File: src/rtl/mt6835_angle_tracker.sv
// mt6835_angle_tracker: glitch-filtered multi-turn tracking, windowed velocity and electrical angle for the MT6835.
// Define MT6835_TRACK_DIR_INV_EN to reverse the positive direction for mirrored mounting.
module mt6835_angle_tracker #(
   parameter int ANGLE_W    = 21,
   parameter int POLE_PAIRS = 7,
   parameter int ELEC_W     = 12,
   parameter int TURN_W     = 16,
   parameter int MAX_STEP   = 262144,
   parameter int VEL_LOG2   = 4,
   parameter int FAULT_CNT  = 4
) (
   input  logic                        i_clk,
   input  logic                        i_rst_n,
   input  logic [ANGLE_W-1:0]          i_angle,
   input  logic                        i_angle_valid,
   input  logic [ANGLE_W-1:0]          i_offset,
   input  logic                        i_clear,
   output logic [ELEC_W-1:0]           o_elec_angle,
   output logic                        o_elec_valid,
   output logic [TURN_W-1:0]           o_turns,
   output logic [TURN_W+ANGLE_W-1:0]   o_position,
   output logic [ANGLE_W+VEL_LOG2-1:0] o_velocity,
   output logic                        o_vel_valid,
   output logic                        o_locked,
   output logic                        o_fault
);
   localparam int REJ_W = $clog2(FAULT_CNT + 1);
   localparam int VEL_W = ANGLE_W + VEL_LOG2;
   localparam logic signed [ANGLE_W-1:0] MAX_S = ANGLE_W'(MAX_STEP);
   localparam logic [ANGLE_W-1:0] PP = ANGLE_W'(POLE_PAIRS);

   typedef enum logic {ACQ, TRACK} state_t;
   state_t state, state_nxt;

   logic [ANGLE_W-1:0] angle, prev, corr, prod;
   logic signed [ANGLE_W-1:0] delta;
   logic [VEL_W-1:0] acc, dext;
   logic [VEL_LOG2-1:0] cnt;
   logic [REJ_W-1:0] rej;
   logic [TURN_W-1:0] turns;
   logic acquire, track_v, reject, accept, launch, fault_hit, win_done, s1_v, fwd_wrap, bwd_wrap;

`ifdef MT6835_TRACK_DIR_INV_EN
   assign angle = -i_angle;
`else
   assign angle = i_angle;
`endif

   assign acquire   = i_angle_valid && !i_clear && state == ACQ;
   assign track_v   = i_angle_valid && !i_clear && state == TRACK;
   assign delta     = angle - prev;
   assign dext      = {{VEL_LOG2{delta[ANGLE_W-1]}}, delta};
   // the most negative delta is caught by the lower bound, so no special case is needed
   assign reject    = track_v && (delta > MAX_S || delta < -MAX_S);
   assign accept    = track_v && !reject;
   assign launch    = acquire || accept;
   assign fault_hit = reject && rej == REJ_W'(FAULT_CNT - 1);
   assign win_done  = accept && cnt == '1;
   assign fwd_wrap  = !delta[ANGLE_W-1] && delta != '0 && angle < prev;
   assign bwd_wrap  = delta[ANGLE_W-1] && angle > prev;
   assign prod      = corr * PP;
   assign o_turns    = turns;
   assign o_position = {turns, prev};

   always_ff @(posedge i_clk or negedge i_rst_n)
      if (!i_rst_n) state <= ACQ;
      else state <= state_nxt;

   always_comb
      state_nxt = i_clear ? ACQ : acquire ? TRACK : fault_hit ? ACQ : state;

   always_comb
      o_locked = state == TRACK;

   always_ff @(posedge i_clk or negedge i_rst_n)
      if (!i_rst_n) begin
         prev         <= '0;
         turns        <= '0;
         acc          <= '0;
         cnt          <= '0;
         rej          <= '0;
         corr         <= '0;
         s1_v         <= 1'b0;
         o_elec_angle <= '0;
         o_elec_valid <= 1'b0;
         o_velocity   <= '0;
         o_vel_valid  <= 1'b0;
         o_fault      <= 1'b0;
      end else begin
         s1_v         <= launch;
         o_elec_valid <= s1_v;
         o_vel_valid  <= win_done;
         if (launch) corr <= angle - i_offset;
         if (s1_v) o_elec_angle <= prod[ANGLE_W-1 -: ELEC_W];
         if (i_clear) begin
            turns      <= '0;
            acc        <= '0;
            cnt        <= '0;
            rej        <= '0;
            o_fault    <= 1'b0;
            o_velocity <= '0;
         end else if (acquire) begin
            prev <= angle;
         end else if (reject) begin
            rej <= fault_hit ? '0 : rej + REJ_W'(1);
            if (fault_hit) o_fault <= 1'b1;
         end else if (accept) begin
            rej  <= '0;
            prev <= angle;
            cnt  <= cnt + VEL_LOG2'(1);
            acc  <= win_done ? '0 : acc + dext;
            if (win_done) o_velocity <= acc + dext;
            if (fwd_wrap) turns <= turns + TURN_W'(1);
            else if (bwd_wrap) turns <= turns - TURN_W'(1);
         end
      end
endmodule

File: config.mk
export PLATFORM = sky130hd
export DESIGN_NAME = mt6835_angle_tracker
export DESIGN_NICKNAME = d
export VERILOG_FILES = /design/src/rtl/mt6835_angle_tracker.sv
export SDC_FILE = /design/constraint.sdc
export NUM_CORES = 1
export LEC_CHECK = 0
export CAP_MARGIN = 20
export CORE_ASPECT_RATIO = 0.75
export CORE_MARGIN = 5
export CORE_UTILIZATION = 48
export DETAILED_ROUTE_END_ITERATION = 12
export PLACE_DENSITY = 0.74
export SLEW_MARGIN = 20
export SYNTH_ARGS = -nofsm -noshare
export SYNTH_HDL_FRONTEND = slang
export SYNTH_SLANG_ARGS = --single-unit
File: constraint.sdc
create_clock -name i_clk -period 5.3 [get_ports i_clk]
set_input_delay 1.325 -clock i_clk [delete_from_list [all_inputs] [get_ports i_clk]]
set_output_delay 1.325 -clock i_clk [all_outputs]
set_load 0.01 [all_outputs]
==> impl_metrics.ini <==
[final_layout]
drive_above_1_share = 0.350
layout.nets = 1673
fin_area_um2 = 15900
syn_to_final_growth_pct = 51.1
finalNonFillerCells = 1811
n_fill_cell = 1526
mostFrequentLayoutCells = buf_4 (262), dfrtp_1 (132), clkdlybuf4s50_1 (123)
layout_commonest_cell = buf_4
n_antenna_cell = 0

[worst_setup_path]
worstReg2RegEnd = o_turns[14]$_DFFE_PN0P_
r2r_slack_ns = -0.15
slowest_stage = fa_2
crit_required_ns = 5.61
cpPeakStageDelay_ns = 0.38
worst-path-max-fanout = 4
reg2regPathDepth = 24
worst_setup_path_end_kind = register
startpoint_type = input port
r2r-start = prev[1]$_DFFE_PN0P_
crit_type = input port to register
worstPathArrival_ns = 6.29

[synthesis]
synth_top_family_by_area = compound AO/OA/AOI/OAI gates
syn_avg_cell_area_um2 = 9.54
netlist.area_leader.share = 0.313
synth_nets = 1274
synth-main-ff-cell = dfrtp_1
yosysSeqAreaShare = 0.313
yosysWarnings = 0
synth_xor_area_frac = 0.0557
synth_top_area_cell = dfrtp_1
synth_edf_count = 0
synth.mux.area_fraction = 0.0789
synth-simple-area-share = 0.137
synth_cells = 1105
async_reset_ff_frac = 1.00
synth-adder-area-share = 0.162
ys_types = 78
synth_area_um2 = 10500
synth_compound_area_frac = 0.197
ys_ff_latch = 132
yosys-top-cells-area = dfrtp_1 (31%), ha_1 (12%), mux2_2 (5.4%)

[run]
max-cap-violations = 0

[placed_design]
numPortBuffers = 139
dp_hpwl_um = 23400
dp_cells = 1730
gp_congestion = 0.904
placed_area_um2 = 14000

[power_and_ir_drop]
max-vdd-ir-drop_uv = 401
powerDensity_nw_per_um2 = 796
leakage_nw = 7.48
power.total_w = 0.0127

[floorplanning]
die_w_um = 181
num_rows = 47
dieArea_um2 = 25100
core_um2 = 21800
io_pins = 140
start_util = 0.483
chipHeight_um = 138

[global_routing]
antenna_found_initial = 1
grt.total_usage = 0.254
grt_pass1_wl_um = 52800
grt_max_degree = 54
grt_pass1_vias = 10300
grt_overflow_total = 0

[detailed_routing]
vias_per_cell = 5.65
firstDrtPassIters = 5
wl_per_cell_um = 18.8
vias = 10200
postRouteWirelength_um = 34100
ant_nets = 0
first_iter_violations = 849
remaining_drc_errors = 0

[clocking]
clock-root-buffer = clkbuf_16
cts_buffer_depth = 2
htreeDepth = 4
clk_latency_ns = 0.44
cts_tree = done
cts.sinks = 132
cts_made_buffers = 17
clk_pin_slew_ns = 0.07

[sta]
hold_viol = 0
setup_ws_ns = -0.680
setup_violations = 9
rsz0062_at_grt = yes
finalCritPeriodShare = 1.13
slew_headroom = 0.340
holdWs_ns = 0.479
finalSetupTns_ns = -3.38
worst_pin_slew_ns = 0.988
drv_slew = 0
max_freq_ghz = 0.167
fin_crit_ns = 5.98
fin_skew_ns = 0.0118

[status]
status = complete, but fails checks
violations = setup timing

[worst_hold_path]
holdPathEnd = o_elec_angle[4]$_DFFE_PN0P_
hold_start = o_elec_angle[4]$_DFFE_PN0P_
holdPathStages = 2
min_path_type = register to register
[registers in the layout, indices dropped and copies added, names as in the netlist]
name / count
s1_v: 1
o_turns: 16
o_fault: 1
rej: 3
o_velocity: 25
o_elec_angle: 12
corr: 21
prev: 21
cnt: 4
o_vel_valid: 1
acc: 25
o_elec_valid: 1
o_locked: 1
[repair_timing]
action / in CTS / in global routing
pin swaps: 84 / 46
hold buffers: 0 / 0
gates resized for setup: 148 / 50
endpoints found under the setup margin: 42 / 112
gates cloned: 0 / 6
buffers inserted: 40 / 13
[metal layers]
metal	global-route usage	vias up	routed length, µm
met4	0.0426	2	639
met1	0.366	4994	15500
met2	0.403	365	15700
li1	-	4793	-
met3	0.0559	74	2270
met5	0	-	15
[synthesized netlist by cell type, drive strengths merged (10+ instances only)]
| master | number |
|---|---|
| a21o | 28 |
| a21oi | 67 |
| a22o | 20 |
| and2 | 20 |
| and3 | 14 |
| buf | 36 |
| clkbuf | 14 |
| dfrtp | 132 |
| fa | 22 |
| ha | 101 |
| inv | 78 |
| mux2 | 54 |
| mux2i | 22 |
| nand2 | 59 |
| nand3 | 31 |
| nor2 | 74 |
| nor2b | 16 |
| nor3 | 21 |
| o21a | 23 |
| o21ai | 42 |
| o31ai | 10 |
| or3 | 14 |
| xnor2 | 44 |
| xor2 | 23 |
[final cells by class]
| cell class | instances | area, µm² | share of cell area |
|---|---|---|---|
| multi-input combinational | 845 | 7580 | 0.476 |
| timing repair buffer | 430 | 3800 | 0.239 |
| sequential | 132 | 3300 | 0.207 |
| clock buffer | 18 | 429 | 0.0269 |
| tap | 294 | 368 | 0.0231 |
| inverter | 78 | 309 | 0.0194 |
| clock inverter | 14 | 136 | 0.00856 |
[critical path: cells and delay by family]
kind	cells	cell delay [ns]
AO/OA/AOI/OAI	13	2.87
XOR/XNOR	1	0.18
adder cells (fa/ha/maj)	3	0.73
buffers and inverters	4	0.40
multiplexers	2	0.37
AND/OR/NAND/NOR	3	0.43
[cell families after synthesis]
kind of cell	count (synthesis)
AOI/OAI and AO/OA	290
and+or+nand+nor	289
muxes	76
xor gates and xnor gates	67
buffers and inverters	128
DFF	132
adders and majority gates	123
[worst max-delay path by stage]
stage	to	from	depth (start not counted)	slack, ns
floorplan	o_turns[14]$_DFFE_PN0P_	i_angle[0]	24	-0.63
global placement	o_turns[14]$_DFFE_PN0P_	i_angle[0]	26	-1.50
detailed placement	o_turns[14]$_DFFE_PN0P_	i_angle[0]	26	-1.64
CTS	o_turns[12]$_DFFE_PN0P_	i_angle[0]	26	-0.48
global route	o_turns[14]$_DFFE_PN0P_	i_angle[0]	26	-0.90
finish	o_turns[14]$_DFFE_PN0P_	i_angle[0]	26	-0.68
[through the flow]
| step | setup WS (ns) | utilization |
|---|---|---|
| after global placement | -1.50 | 0.642 |
| after global routing | -0.901 | 0.730 |
| after floorplan | -0.634 | - |
| after detailed placement | -1.64 | 0.642 |
| after CTS | -0.480 | 0.711 |
| final | -0.680 | 0.730 |
[power breakdown]
part | leakage [nW] | total [W] | internal, W | switching, W
clock network | 0.269 | 0.00116 | 0.000622 | 0.000537
registers | 1.69 | 0.00170 | 0.00135 | 0.000352
logic | 5.52 | 0.00982 | 0.00513 | 0.00468
total | 7.48 | 0.0127 | 0.00710 | 0.00557
No activity file was read; power rests on OpenSTA's default activity.
